[config.mk]
export PLATFORM = sky130hd
export DESIGN_NAME = output_port_ctrl_flat
export DESIGN_NICKNAME = d
export VERILOG_FILES = /design/src/rtl/router_pkg.sv /design/src/rtl/output_port_ctrl_if.sv /design/src/rtl/rr_arbiter.sv /design/src/rtl/output_port_ctrl.sv /design/src/flat_wrapper.sv
export SDC_FILE = /design/constraint.sdc
export NUM_CORES = 1
export LEC_CHECK = 0
export BUFFER_PORTS_ARGS = -buffer_cell sky130_fd_sc_hd__buf_2
export CAP_MARGIN = 15
export CORE_ASPECT_RATIO = 1.5
export CORE_UTILIZATION = 52
export CTS_BUF_LIST = sky130_fd_sc_hd__clkbuf_8
export CTS_CLUSTER_DIAMETER = 100
export DETAILED_ROUTE_END_ITERATION = 8
export GPL_TIMING_DRIVEN = 0
export HOLD_SLACK_MARGIN = 0.02
export PLACE_DENSITY = 0.89
export SYNTH_ARGS = -nofsm -noshare
export SYNTH_HDL_FRONTEND = slang
export SYNTH_HIERARCHICAL = 1
export SYNTH_SLANG_ARGS = --single-unit
export TNS_END_PERCENT = 1
[constraint.sdc]
create_clock -name clk -period 13.5 [get_ports clk]
set_clock_uncertainty 0.1 [all_clocks]
set_input_delay 1.35 -clock clk [delete_from_list [all_inputs] [get_ports clk]]
set_output_delay 1.35 -clock clk [all_outputs]
set_load 0.02 [all_outputs]
[src/rtl/router_pkg.sv]
// Shared types for the router output-port logic: port FSM states, port status
// encoding and the default flit width.
package router_pkg;

    localparam int FLIT_W_DEF = 34;

    typedef enum logic [1:0] {
        IDLE    = 2'd0,
        ACTIVE  = 2'd1,
        BLOCKED = 2'd2
    } port_state_t;

    typedef enum logic {
        PORT_FREE     = 1'b0,
        PORT_OCCUPIED = 1'b1
    } PORT_STATUS_t;

endpackage

[src/rtl/output_port_ctrl_if.sv]
// Input-unit / downstream-link signal bundle of one router output port.
// slave is the port controller's view, master is the driver's view.
interface output_port_ctrl_if
    import router_pkg::*;
#(
    parameter int NUM_IN = 5,
    parameter int FLIT_W = FLIT_W_DEF
);
    logic [NUM_IN-1:0]             i_req;
    logic [NUM_IN-1:0]             o_grant;
    logic [NUM_IN-1:0]             i_valid;
    logic [NUM_IN-1:0]             i_tail;
    logic [NUM_IN-1:0][FLIT_W-1:0] i_data;
    logic [NUM_IN-1:0]             o_ready;
    logic                          o_valid;
    logic [FLIT_W-1:0]             o_data;
    logic                          o_tail;
    logic                          i_credit_return;

    modport slave (
        input  i_req, i_valid, i_tail, i_data, i_credit_return,
        output o_grant, o_ready, o_valid, o_data, o_tail
    );

    modport master (
        output i_req, i_valid, i_tail, i_data, i_credit_return,
        input  o_grant, o_ready, o_valid, o_data, o_tail
    );
endinterface

[src/rtl/rr_arbiter.sv]
// Round-robin arbiter: combinational one-hot grant searching from ptr; ptr moves
// past the winner only when en is set and some request was granted.
module rr_arbiter #(
    parameter int N = 5
) (
    input  logic         clk,
    input  logic         reset_n,
    input  logic [N-1:0] req,
    input  logic         en,
    output logic [N-1:0] grant
);
    localparam int PW = (N > 1) ? $clog2(N) : 1;

    logic [PW-1:0] ptr_q, ptr_d;
    logic [PW-1:0] cand;
    logic [PW-1:0] sel;
    logic          found;

    always_comb begin
        grant = '0;
        found = 1'b0;
        sel   = '0;
        cand  = '0;
        for (int i = 0; i < N; i++) begin
            cand = PW'((int'(ptr_q) + i) % N);
            if (!found && req[cand]) begin
                grant[cand] = 1'b1;
                sel         = cand;
                found       = 1'b1;
            end
        end
    end

    always_comb begin
        ptr_d = ptr_q;
        if (en && found) ptr_d = (sel == PW'(N - 1)) ? '0 : sel + PW'(1);
    end

    always_ff @(posedge clk or negedge reset_n) begin
        if (!reset_n) ptr_q <= '0;
        else          ptr_q <= ptr_d;
    end
endmodule

[src/rtl/output_port_ctrl.sv]
// Router output-port controller: arbitrates input units for packet ownership,
// forwards the owner's flits one cycle later and tracks downstream credits.
module output_port_ctrl
    import router_pkg::*;
#(
    parameter  int NUM_IN  = 5,
    parameter  int FLIT_W  = FLIT_W_DEF,
    parameter  int CREDITS = 4,
    localparam int CW      = $clog2(CREDITS + 1)
) (
    input  logic                  clk,
    input  logic                  reset_n,
    output_port_ctrl_if.slave     bus,
    output logic [CW-1:0]         o_credits,
    output logic                  o_port_status,
    output logic [1:0]            o_state,
    output logic                  o_credit_err
);
    port_state_t       state_q, state_d;
    logic [NUM_IN-1:0] grant_q, grant_d;
    logic [CW-1:0]     credits_q, credits_d;
    logic              valid_q, valid_d;
    logic [FLIT_W-1:0] data_q, data_d;
    logic              tail_q, tail_d;
    logic              err_q, err_d;

    logic [NUM_IN-1:0] arb_grant;
    logic              arb_en;
    logic              owner_valid, owner_tail;
    logic [FLIT_W-1:0] owner_data;
    logic              fire;

    assign arb_en = (state_q == IDLE);

    rr_arbiter #(.N(NUM_IN)) u_arb (
        .clk     (clk),
        .reset_n (reset_n),
        .req     (bus.i_req),
        .en      (arb_en),
        .grant   (arb_grant)
    );

    // grant_q is one-hot (or zero), so an AND-OR mux selects the owner's flit.
    always_comb begin
        owner_valid = |(bus.i_valid & grant_q);
        owner_tail  = |(bus.i_tail & grant_q);
        owner_data  = '0;
        for (int k = 0; k < NUM_IN; k++)
            if (grant_q[k]) owner_data = owner_data | bus.i_data[k];
    end

    assign fire        = (state_q == ACTIVE) && owner_valid && (credits_q != '0);
    assign bus.o_ready = {NUM_IN{fire}} & grant_q;

    always_comb begin
        credits_d = credits_q;
        err_d     = 1'b0;
        unique case ({fire, bus.i_credit_return})
            2'b10: credits_d = credits_q - CW'(1);
            2'b01: begin
                if (credits_q == CW'(CREDITS)) err_d = 1'b1;
                else                           credits_d = credits_q + CW'(1);
            end
            default: ;
        endcase
    end

    // Tail check precedes the credit check so a tail on the last credit frees the port.
    always_comb begin
        state_d = state_q;
        grant_d = grant_q;
        unique case (state_q)
            IDLE: begin
                if (|bus.i_req) begin
                    state_d = ACTIVE;
                    grant_d = arb_grant;
                end
            end
            ACTIVE: begin
                if (fire && owner_tail) begin
                    state_d = IDLE;
                    grant_d = '0;
                end else if (credits_d == '0) begin
                    state_d = BLOCKED;
                end
            end
            BLOCKED: begin
                if (bus.i_credit_return) state_d = ACTIVE;
            end
            default: begin
                state_d = IDLE;
                grant_d = '0;
            end
        endcase
    end

    always_comb begin
        valid_d = fire;
        data_d  = fire ? owner_data : data_q;
        tail_d  = fire ? owner_tail : tail_q;
    end

    always_ff @(posedge clk or negedge reset_n) begin
        if (!reset_n) begin
            state_q   <= IDLE;
            grant_q   <= '0;
            credits_q <= CW'(CREDITS);
            valid_q   <= 1'b0;
            data_q    <= '0;
            tail_q    <= 1'b0;
            err_q     <= 1'b0;
        end else begin
            state_q   <= state_d;
            grant_q   <= grant_d;
            credits_q <= credits_d;
            valid_q   <= valid_d;
            data_q    <= data_d;
            tail_q    <= tail_d;
            err_q     <= err_d;
        end
    end

    assign bus.o_grant   = grant_q;
    assign bus.o_valid   = valid_q;
    assign bus.o_data    = data_q;
    assign bus.o_tail    = tail_q;
    assign o_credits     = credits_q;
    assign o_credit_err  = err_q;
    assign o_state       = state_q;
    assign o_port_status = (state_q == IDLE) ? PORT_FREE : PORT_OCCUPIED;
endmodule

[src/flat_wrapper.sv]
// flat-port wrapper written by rule: the top's interface ports become plain ports
module output_port_ctrl_flat import router_pkg::*;
#(
    parameter  int NUM_IN  = 5,
    parameter  int FLIT_W  = FLIT_W_DEF,
    parameter  int CREDITS = 4,
    localparam int CW      = $clog2(CREDITS + 1)
)
  (clk, reset_n, o_credits, o_port_status, o_state, o_credit_err, bus_i_req, bus_i_valid, bus_i_tail, bus_i_data, bus_i_credit_return, bus_o_grant, bus_o_ready, bus_o_valid, bus_o_data, bus_o_tail);
  output_port_ctrl_if #(.NUM_IN(NUM_IN), .FLIT_W(FLIT_W)) bus_i ();
  input  logic clk;
  input  logic reset_n;
  output logic [CW-1:0] o_credits;
  output logic o_port_status;
  output logic [1:0] o_state;
  output logic o_credit_err;
  input wire logic [$bits(bus_i.i_req)-1:0] bus_i_req;
  input wire logic [$bits(bus_i.i_valid)-1:0] bus_i_valid;
  input wire logic [$bits(bus_i.i_tail)-1:0] bus_i_tail;
  input wire logic [$bits(bus_i.i_data)-1:0] bus_i_data;
  input wire logic [$bits(bus_i.i_credit_return)-1:0] bus_i_credit_return;
  output wire logic [$bits(bus_i.o_grant)-1:0] bus_o_grant;
  output wire logic [$bits(bus_i.o_ready)-1:0] bus_o_ready;
  output wire logic [$bits(bus_i.o_valid)-1:0] bus_o_valid;
  output wire logic [$bits(bus_i.o_data)-1:0] bus_o_data;
  output wire logic [$bits(bus_i.o_tail)-1:0] bus_o_tail;
  assign bus_i.i_req = bus_i_req;
  assign bus_i.i_valid = bus_i_valid;
  assign bus_i.i_tail = bus_i_tail;
  assign bus_i.i_data = bus_i_data;
  assign bus_i.i_credit_return = bus_i_credit_return;
  assign bus_o_grant = bus_i.o_grant;
  assign bus_o_ready = bus_i.o_ready;
  assign bus_o_valid = bus_i.o_valid;
  assign bus_o_data = bus_i.o_data;
  assign bus_o_tail = bus_i.o_tail;
  output_port_ctrl #(.NUM_IN(NUM_IN), .FLIT_W(FLIT_W), .CREDITS(CREDITS)) u_core (.clk(clk), .reset_n(reset_n), .bus(bus_i), .o_credits(o_credits), .o_port_status(o_port_status), .o_state(o_state), .o_credit_err(o_credit_err));
endmodule
After elaboration in Yosys (flattened, before gate mapping)
Index checks and enable logic that the tools add are counted.
W data, S select, Z words.
- logic and storage cells: 131
- bits in registers: 50
- output and inout port bits: 53
- input bits: 188
- add/subtract/negate cells: 7
- mux-type cells: 54
- magnitude comparators: 10
- equality and inequality tests: 10
- reduce and logical (&&, ||, !) cells: 25
- divide/modulo/power cells: 5
- bitwise gates (word level): 12
- operator list (operator ; count):
    $mux W34 ; 5
    $or A34 B34 Y34 ; 4
    $mod A32 B4 Y32 const B ; 4
    $mux W5 ; 7
    $mod A4 B4 Y32 const B ; 1
    $mux W3 ; 7
    $lt A3 B4 Y1 const B ; 5
    $or A5 B5 Y5 ; 4
    $mux W1 ; 18
    $and A5 B5 Y5 ; 3
    $bmux W1 S3 ; 5
    $demux W1 S3 ; 5
    $ge A3 B1 Y1 const B ; 5
    $pmux W5 S3 ; 1
    $reduce_or A5 Y1 ; 3
    $logic_and A1 B1 Y1 ; 13
    $add A3 B2 Y4 const B ; 2
    $mux W2 ; 4
    $add A3 B1 Y3 const B ; 2
    $eq A3 B3 Y1 const B ; 2
    $pmux W2 S3 ; 1
    $pmux W3 S2 ; 1
    $reduce_and A3 Y1 ; 2
    $add A3 B1 Y4 const B ; 1
    other kinds (12) ; 18

Longest topological paths before layout
Gate-level depths: netlist (run 1).
- depth after elaboration: 18
- depth in mapped cells: 25

Cells and area by module
Netlist (run 1), hierarchy kept.
- modules (own cells, without submodules) (module ; area an instance (um2) ; cells each ; instances):
    output_port_ctrl ; 2658.8 ; 272 ; 1
    rr_arbiter ; 2083.2 ; 295 ; 1

Worst setup path before layout (run 1)
OpenSTA, ideal clock, no wires.
- kind: reg2reg
- start: reg u_core.u_arb.ptr_q[0]
- end: reg u_core.u_arb.ptr_q[1]
- setup time: 0.125 ns
- buffers on the path: 4
- clock period less this slack: 5.703 ns
- arrival time: 5.478 ns
- setup slack: 7.797 ns
- cell stages (with the launch flop): 24
- cells stage by stage: dfrtp_1 > buf_2 > buf_2 > clkbuf_1 > inv_1 > ha_1 > buf_2 > clkinv_1 > ha_1 > or3_1 > nand3_1 > and2_1 > inv_1 > ha_1 > nand2b_1 > a22oi_2 > mux2_2 > a211oi_1 > nor3_1 > and2_1 > a21o_1 > a2111o_1 > ha_1 > mux2_4
- cells in the longest elaborated chain, start to end: 18
- elaborated cells between the ends (all ways): 41
- those cells by class: 5 x add/sub; 5 x div; 1 x eq/ne; 21 x mux; 9 x reduce/logical
- ends and longest elaborated chain (item ; line ; RTL):
    start, declared ; rr_arbiter.sv:14 ; logic [PW-1:0] ptr_q, ptr_d;
    start signal, assigned ; rr_arbiter.sv:41 ; else ptr_q <= ptr_d;
    branches (longest 18 deep; another with $mod A32 B4 Y32) ; n/a ;
Several ways; the timed one is not identified. The select of a mux whose other input is x is not followed.
A chain may end at the register's enable or synchronous reset.

Worst setup path in the final report (run 1)
- start: reg u_core.u_arb.ptr_q[0]
- end: reg u_core.u_arb.ptr_q[2]
Same word-level chain as after synthesis.

==> results of run 1 <==
where the power goes:
part	internal, mW	leakage (nW)	total (mW)	switching, mW
clock network	0.0360	0.0493	0.0897	0.0537
registers	0.225	0.600	0.284	0.0591
logic	0.665	2.31	1.80	1.14
total	0.926	2.96	2.18	1.25
routing by layer:
metal / global-route usage (%) / up-vias
met3: 15.6 / 68
li1: - / 2752
met5: 0 / -
met1: 47.9 / 2907
met2: 65.5 / 475
met4: 24.2 / 2
flip-flops by register name, summed over array words and instances, names as in the netlist:
name,flops
u_core/o_credits,3
u_core/u_arb/ptr_q,3
u_core/bus.o_grant,5
u_core/o_credit_err,1
u_core/bus.o_tail,1
u_core/o_state,2
u_core/bus.o_valid,1
u_core/bus.o_data,34
per-stage QoR:
step	util [%]	instances	total power, mW
after floorplan	-	567	1.54
after global placement	68.9	917	1.98
after detailed placement	68.9	917	2.02
after CTS	69.9	925	2.12
after global routing	70.1	928	2.32
final	70.3	932	2.18
synth_stat cells, types with 9 or more instances:
| cell type | count | area [um2] |
|---|---|---|
| a222oi_1 | 37 | 370 |
| dfrtp_1 | 49 | 1230 |
| nand2_1 | 36 | 135 |
| nand2b_1 | 9 | 56.3 |
| buf_2 | 14 | 70.1 |
| nor2_1 | 49 | 184 |
| inv_1 | 25 | 93.8 |
| nor3_1 | 9 | 45.0 |
| clkbuf_1 | 21 | 78.8 |
| and2_1 | 14 | 87.6 |
| ha_1 | 28 | 350 |
| a31oi_1 | 38 | 238 |
| nand3_1 | 13 | 65.1 |
| a22oi_1 | 40 | 300 |
| a211oi_1 | 9 | 67.6 |
| o21ai_0 | 16 | 80.1 |
| a21oi_1 | 21 | 105 |
cell type report:
| class | instances | share of cell area, % |
|---|---|---|
| inverters | 30 | 1.82 |
| multi-input cells | 445 | 51.1 |
| plain buffers | 42 | 3.31 |
| diodes | 6 | 0.242 |
| clock inverters | 3 | 0.282 |
| flip-flops and latches | 50 | 20.2 |
| well taps | 110 | 2.22 |
| repair buffers | 241 | 19.7 |
| clock buffers | 5 | 1.11 |
worst paths after layout:
check                                       from               endpoint  slack [ns]  cells after the start
setup / recovery           u_core/u_arb/ptr_q[0]  u_core/u_arb/ptr_q[2]        6.41                     24
hold / removal              u_core/bus.o_data[8]   u_core/bus.o_data[8]        0.46                      2
setup reg to reg           u_core/u_arb/ptr_q[0]  u_core/u_arb/ptr_q[2]        6.41                     24
hold reg to reg             u_core/bus.o_data[8]   u_core/bus.o_data[8]        0.46                      2
max in group asynchronous                reset_n    u_core/o_credits[2]       11.94                      2
min in group asynchronous                reset_n    u_core/o_credit_err        0.79                      1
worst register-to-register path, delay by kind of cell, from the launching register on:
family	cells	cell delay, ns
buffers and inverters	7	1.91
AO/OA/AOI/OAI	6	1.74
adder cells (fa/ha/maj)	4	1.22
AND/OR/NAND/NOR	6	1.17
flip-flops	1	0.45
multiplexers	1	0.42
cells by family after synthesis:
group / share of synthesized area, %
multiplexers: 2.74
buffers and inverters: 6.70
XOR/XNOR: 1.82
AO/OA/AOI/OAI: 38.3
AND/OR/NAND/NOR: 16.6
adder cells (fa/ha/maj): 7.39
flip-flops: 26.4
==> impl_metrics.py, run 1 <==
metrics = {
    "routing": {
        "ant_nets": 0,
        "routedWlPerCell_um": 21.8,
        "dr_wl_met3_um": 2640,
        "vias": 6204,
        "highest_layer": "met5",
        "routed_wl_um": 20300,
        "routed-wl-met2_um": 9470,
        "met1_length_um": 7210,
        "drtIter0Drc": 782,
        "dr.pass1.iters": 6,
        "via_per_inst": 6.66,
        "drc_errors": 0,
    },
    "clock_network": {
        "clockRootBuffer": "clkbuf_8",
        "cts_tree": "yes",
        "clk_pin_slew_ns": 0.09,
        "cts_resized": 0,
        "ctsLongestPathBuffers": 2,
        "clock_sinks": 50,
        "postCtsHoldBufs": 0,
        "worstSkewPairLatency_ns": 0.31,
        "postCtsSetupBuffers": 0,
        "htreeDepth": 2,
        "numCtsBuffers": 5,
    },
    "power_and_ir_drop": {
        "p_leak_nw": 2.96,
        "power.density_nw_per_um2": 351,
        "peakVddDrop_uv": 321,
    },
    "synthesis": {
        "synth-async-reset-ratio_pct": 100,
        "ys_warn_count": 6,
        "synth_area_um2": 4740,
        "synth-main-ff-cell": "dfrtp_1",
        "synthCells": 567,
        "ys_types": 73,
        "synth_nets": 783,
        "yosysSeqAreaShare_pct": 26.4,
        "synth-edff-count": 0,
        "ys_ff_latch": 50,
        "syn_avg_cell_area_um2": 8.36,
    },
    "placement": {
        "hpwl_um": 16200,
        "dp_slack_ns": 6.62,
        "io_buffers": 240,
        "gp_congestion": 1.06,
        "place_area_um2": 6080,
    },
    "sta": {
        "fin_ws_ns": 6.41,
        "hold_viol": 0,
        "slew_viol_final": 0,
        "finalSetupViolCount": 0,
        "worst_pin_slew_ns": 0.674,
        "rsz0062_at_grt": "no",
        "hold_ws_ns": 0.459,
        "min_period_ns": 7.09,
        "finalSetupTns_ns": 0,
        "fmax_mhz": 141,
        "slew-limit-headroom_pct": 54.7,
        "fin_crit_sh_pct": 52.5,
    },
    "worst_setup_path": {
        "cp-start-kind": "register",
        "worstPathRequired_ns": 13.62,
        "critical_path_arrival_ns": 7.21,
        "crit_path_frequent_cell": "ha_1",
        "crit_chain": "buf_2 -> buf_2 -> clkbuf_1 -> inv_1 -> ha_1 -> buf_2 -> clkinv_1 -> ha_1 -> or3_1 -> nand3_1 -> and2_1 -> inv_1 -> ha_1 -> nand2b_1 -> a22oi_2 -> mux2_2 -> a211oi_1 -> nor3_1 -> and2_1 -> a21o_1 -> a2111o_1 -> ha_1 -> a211o_1 -> a22oi_1",
        "crit_family": "buffers and inverters",
        "crit_path_max_incr_delay_ns": 0.45,
        "crit_path_end_kind": "register",
        "critPathSlowestCell": "dfrtp_1",
        "crit_path_max_fanout": 10,
        "path_class": "reg2reg",
        "worst-path-buf-inv": 7,
    },
    "final_layout": {
        "final_common_cell": "buf_2",
        "final_cell_mix": "buf_2, nor2_1, dfrtp_1",
        "seq_area_um2": 1250,
        "syn_to_final_growth_pct": 30.8,
        "nFillCells": 721,
        "multi_input_area_um2": 3170,
        "fin_area_um2": 6200,
        "layout.nets": 1031,
        "drive_above_1_share_pct": 36.0,
    },
    "grt": {
        "grt_pass1_vias": 5823,
        "grt_pass1_wl_um": 30000,
        "track_usage_pct": 41.8,
        "grt_max_degree": 51,
        "grt_overflow": 0,
        "antenna_found_initial": 7,
    },
    "floorplan": {
        "die-height_um": 119,
        "core-area_um2": 8830,
        "rows": 42,
        "die_area_um2": 9510,
        "initial_core_util_pct": 53.7,
        "ios": 241,
        "die_x_um": 80.0,
    },
    "job": {
        "cap_viol_max_count": 0,
    },
    "outcome": {
        "status": "finished clean",
    },
    "min_path": {
        "hp-class": "reg2reg",
    },
}
Power figures use the tool's default switching activity.
==> inputs of run 2 (changes only) <==
- CORE_UTILIZATION: 52 -> 43
- PLACE_DENSITY: 0.89 -> 0.78
- clock period: 13.5 -> 5.95 ns (I/O delays scaled with it)
==> run 2 against run 1 <==
  * Non-clock buffer count increased by 7
  * Combinational power increased by 140%
  * Utilization down 10 points
  * Largest power group unchanged
==> impl_metrics.py, run 2 (synthesized netlist as in run 1, its figures left out) <==
metrics = {
    "grt": {
        "grt_max_degree": 51,
        "busiest_layer": "met2",
        "antenna_found_initial": 4,
        "grt_pass1_vias": 5633,
        "grt_use_met1_pct": 39.1,
        "grt_pass1_wl_um": 30100,
        "grtUsageMet2_pct": 59.0,
        "grt.met3_usage_pct": 11.2,
        "grt_overflow": 0,
        "track_usage_pct": 35.1,
    },
    "sta": {
        "slew_viol_final": 0,
        "slew-limit-headroom_pct": 41.8,
        "fin_crit_sh_pct": 95.9,
        "finalSetupViolCount": 0,
        "min_period_ns": 5.71,
        "hold_viol": 0,
        "fmax_mhz": 175,
        "hold_ws_ns": 0.0231,
        "worst_pin_slew_ns": 0.866,
    },
    "clock_network": {
        "htreeDepth": 2,
        "clockRootBuffer": "clkbuf_8",
        "clk_pin_slew_ns": 0.10,
        "worstSkewPairLatency_ns": 0.32,
        "cts_tree": "yes",
        "clock_sinks": 50,
        "numCtsBuffers": 5,
        "postCtsHoldBufs": 0,
        "ctsLongestPathBuffers": 2,
    },
    "floorplan": {
        "die_x_um": 87.7,
        "rows": 46,
        "core-area_um2": 10600,
        "die-height_um": 131,
        "ios": 241,
        "initial_core_util_pct": 44.5,
        "die_area_um2": 11500,
    },
    "routing": {
        "drc_errors": 0,
        "drtIter0Drc": 585,
        "via_per_inst": 6.27,
        "ant_nets": 0,
        "routed_wl_um": 21000,
        "routedWlPerCell_um": 21.7,
        "dr.pass1.iters": 8,
        "vias": 6087,
    },
    "final_layout": {
        "final_cell_mix": "buf_2, nor2_1, dfrtp_1",
        "syn_to_final_growth_pct": 34.9,
        "nFillCells": 1006,
        "finalNonFillerCells": 971,
        "final_common_cell": "buf_2",
        "largest_register_ffs": 34,
        "drive_above_1_share_pct": 37.9,
        "layout.nets": 1038,
    },
    "worst_setup_path": {
        "crit_path_max_fanout": 13,
        "crit_path_end_kind": "register",
        "critical_path_arrival_ns": 5.82,
        "path_class": "reg2reg",
        "worstPathRequired_ns": 6.07,
        "cp-start-kind": "register",
    },
    "placement": {
        "dp.cells": 951,
        "io_buffers": 240,
        "hpwl_um": 16700,
        "gp_congestion": 1.06,
    },
    "job": {
        "cap_viol_max_count": 0,
    },
    "min_path": {
        "hp-class": "in2async",
    },
    "outcome": {
        "status": "finished clean",
    },
    "power_and_ir_drop": {
        "peakVddDrop_uv": 503,
        "power.density_nw_per_um2": 813,
        "p_leak_nw": 3.00,
    },
}
[run 2: cell types whose count changed in the layout (fill, tap and decap cells not counted), moves of 2 or more]
cell	previous run	this run
buf_2	254	251
buf_4	4	14
clkinvlp_4	0	2
diode_2	6	4
ha_1	28	26
ha_4	0	2
inv_1	26	24
[run 2: power by group]
group          internal [mW]  leakage, nW  switching, mW
sequential             0.510        0.599          0.127
clock                  0.128       0.0563          0.130
combinational           1.65         2.35           2.65
total                   2.29         3.00           2.90
[run 2: worst paths after layout]
kind / from / to / slack, ns / cells after the start
min: reset_n / u_core/o_state[0] / 0.02 / 1
max: u_core/u_arb/ptr_q[0] / u_core/u_arb/ptr_q[1] / 0.24 / 21
max reg2reg: u_core/u_arb/ptr_q[0] / u_core/u_arb/ptr_q[1] / 0.24 / 21
max in group asynchronous: reset_n / u_core/o_credits[2] / 5.17 / 2
min reg2reg: u_core/bus.o_data[21] / u_core/bus.o_data[21] / 0.45 / 2
min in group clk: u_core/bus.o_data[21] / u_core/bus.o_data[21] / 0.45 / 2
[run 2: through the flow]
step                utilization, %  setup TNS, ns  setup slack, ns  total power [mW]  instance area (um2)
floorplan                        -              0            0.247              3.50                 4740
global placement              57.5          -2.32           -0.759              4.49                 6120
detailed placement            57.5          -2.88           -0.862              4.57                 6120
CTS                           59.0              0           0.0408              4.94                 6280
global route                  60.0       -0.00434         -0.00434              5.55                 6390
finish                        60.1              0            0.244              5.20                 6390
[run 2: cell type report]
| type | count | area, um2 | area share [%] |
|---|---|---|---|
| Clock inverter | 3 | 48.8 | 0.763 |
| Multi-Input combinational cell | 445 | 3230 | 50.4 |
| Inverter | 30 | 118 | 1.84 |
| Antenna cell | 4 | 10.0 | 0.157 |
| Clock buffer | 5 | 68.8 | 1.08 |
| Tap cell | 144 | 180 | 2.82 |
| Sequential cell | 50 | 1250 | 19.6 |
| Buffer | 40 | 201 | 3.15 |
| Timing Repair Buffer | 250 | 1290 | 20.2 |
[run 2: per-layer routing]
metal,vias to the layer above,wire length (um)
met5,-,26
met4,4,958
met3,66,2300
met2,396,10100
met1,2850,7620
li1,2771,-
[run 2: worst max-delay path: stages (launching register included)]
cell        delay (ns)
dfrtp_2           0.43
buf_4             0.21
clkbuf_4          0.24
clkinvlp_4        0.19
ha_4              0.41
clkinv_2          0.17
ha_1              0.27
or3_1             0.35
nand3_1           0.12
and2_1            0.18
inv_1             0.07
ha_1              0.18
nand2b_1          0.15
a22oi_2           0.33
mux2_2            0.42
a211oi_4          0.21
nor3_1            0.13
and2_1            0.19
a21o_1            0.23
a2111o_1          0.44
ha_1              0.31
mux2_4            0.26
[run 2: repair_timing]
| action | 4_1_cts | 5_1_grt |
|---|---|---|
| gates resized for setup | 12 | 4 |
| buffers inserted | 1 | 8 |
| setup endpoints to repair | 7 | 3 |
| pin swaps | 1 | 2 |
| gates cloned | 0 | 0 |
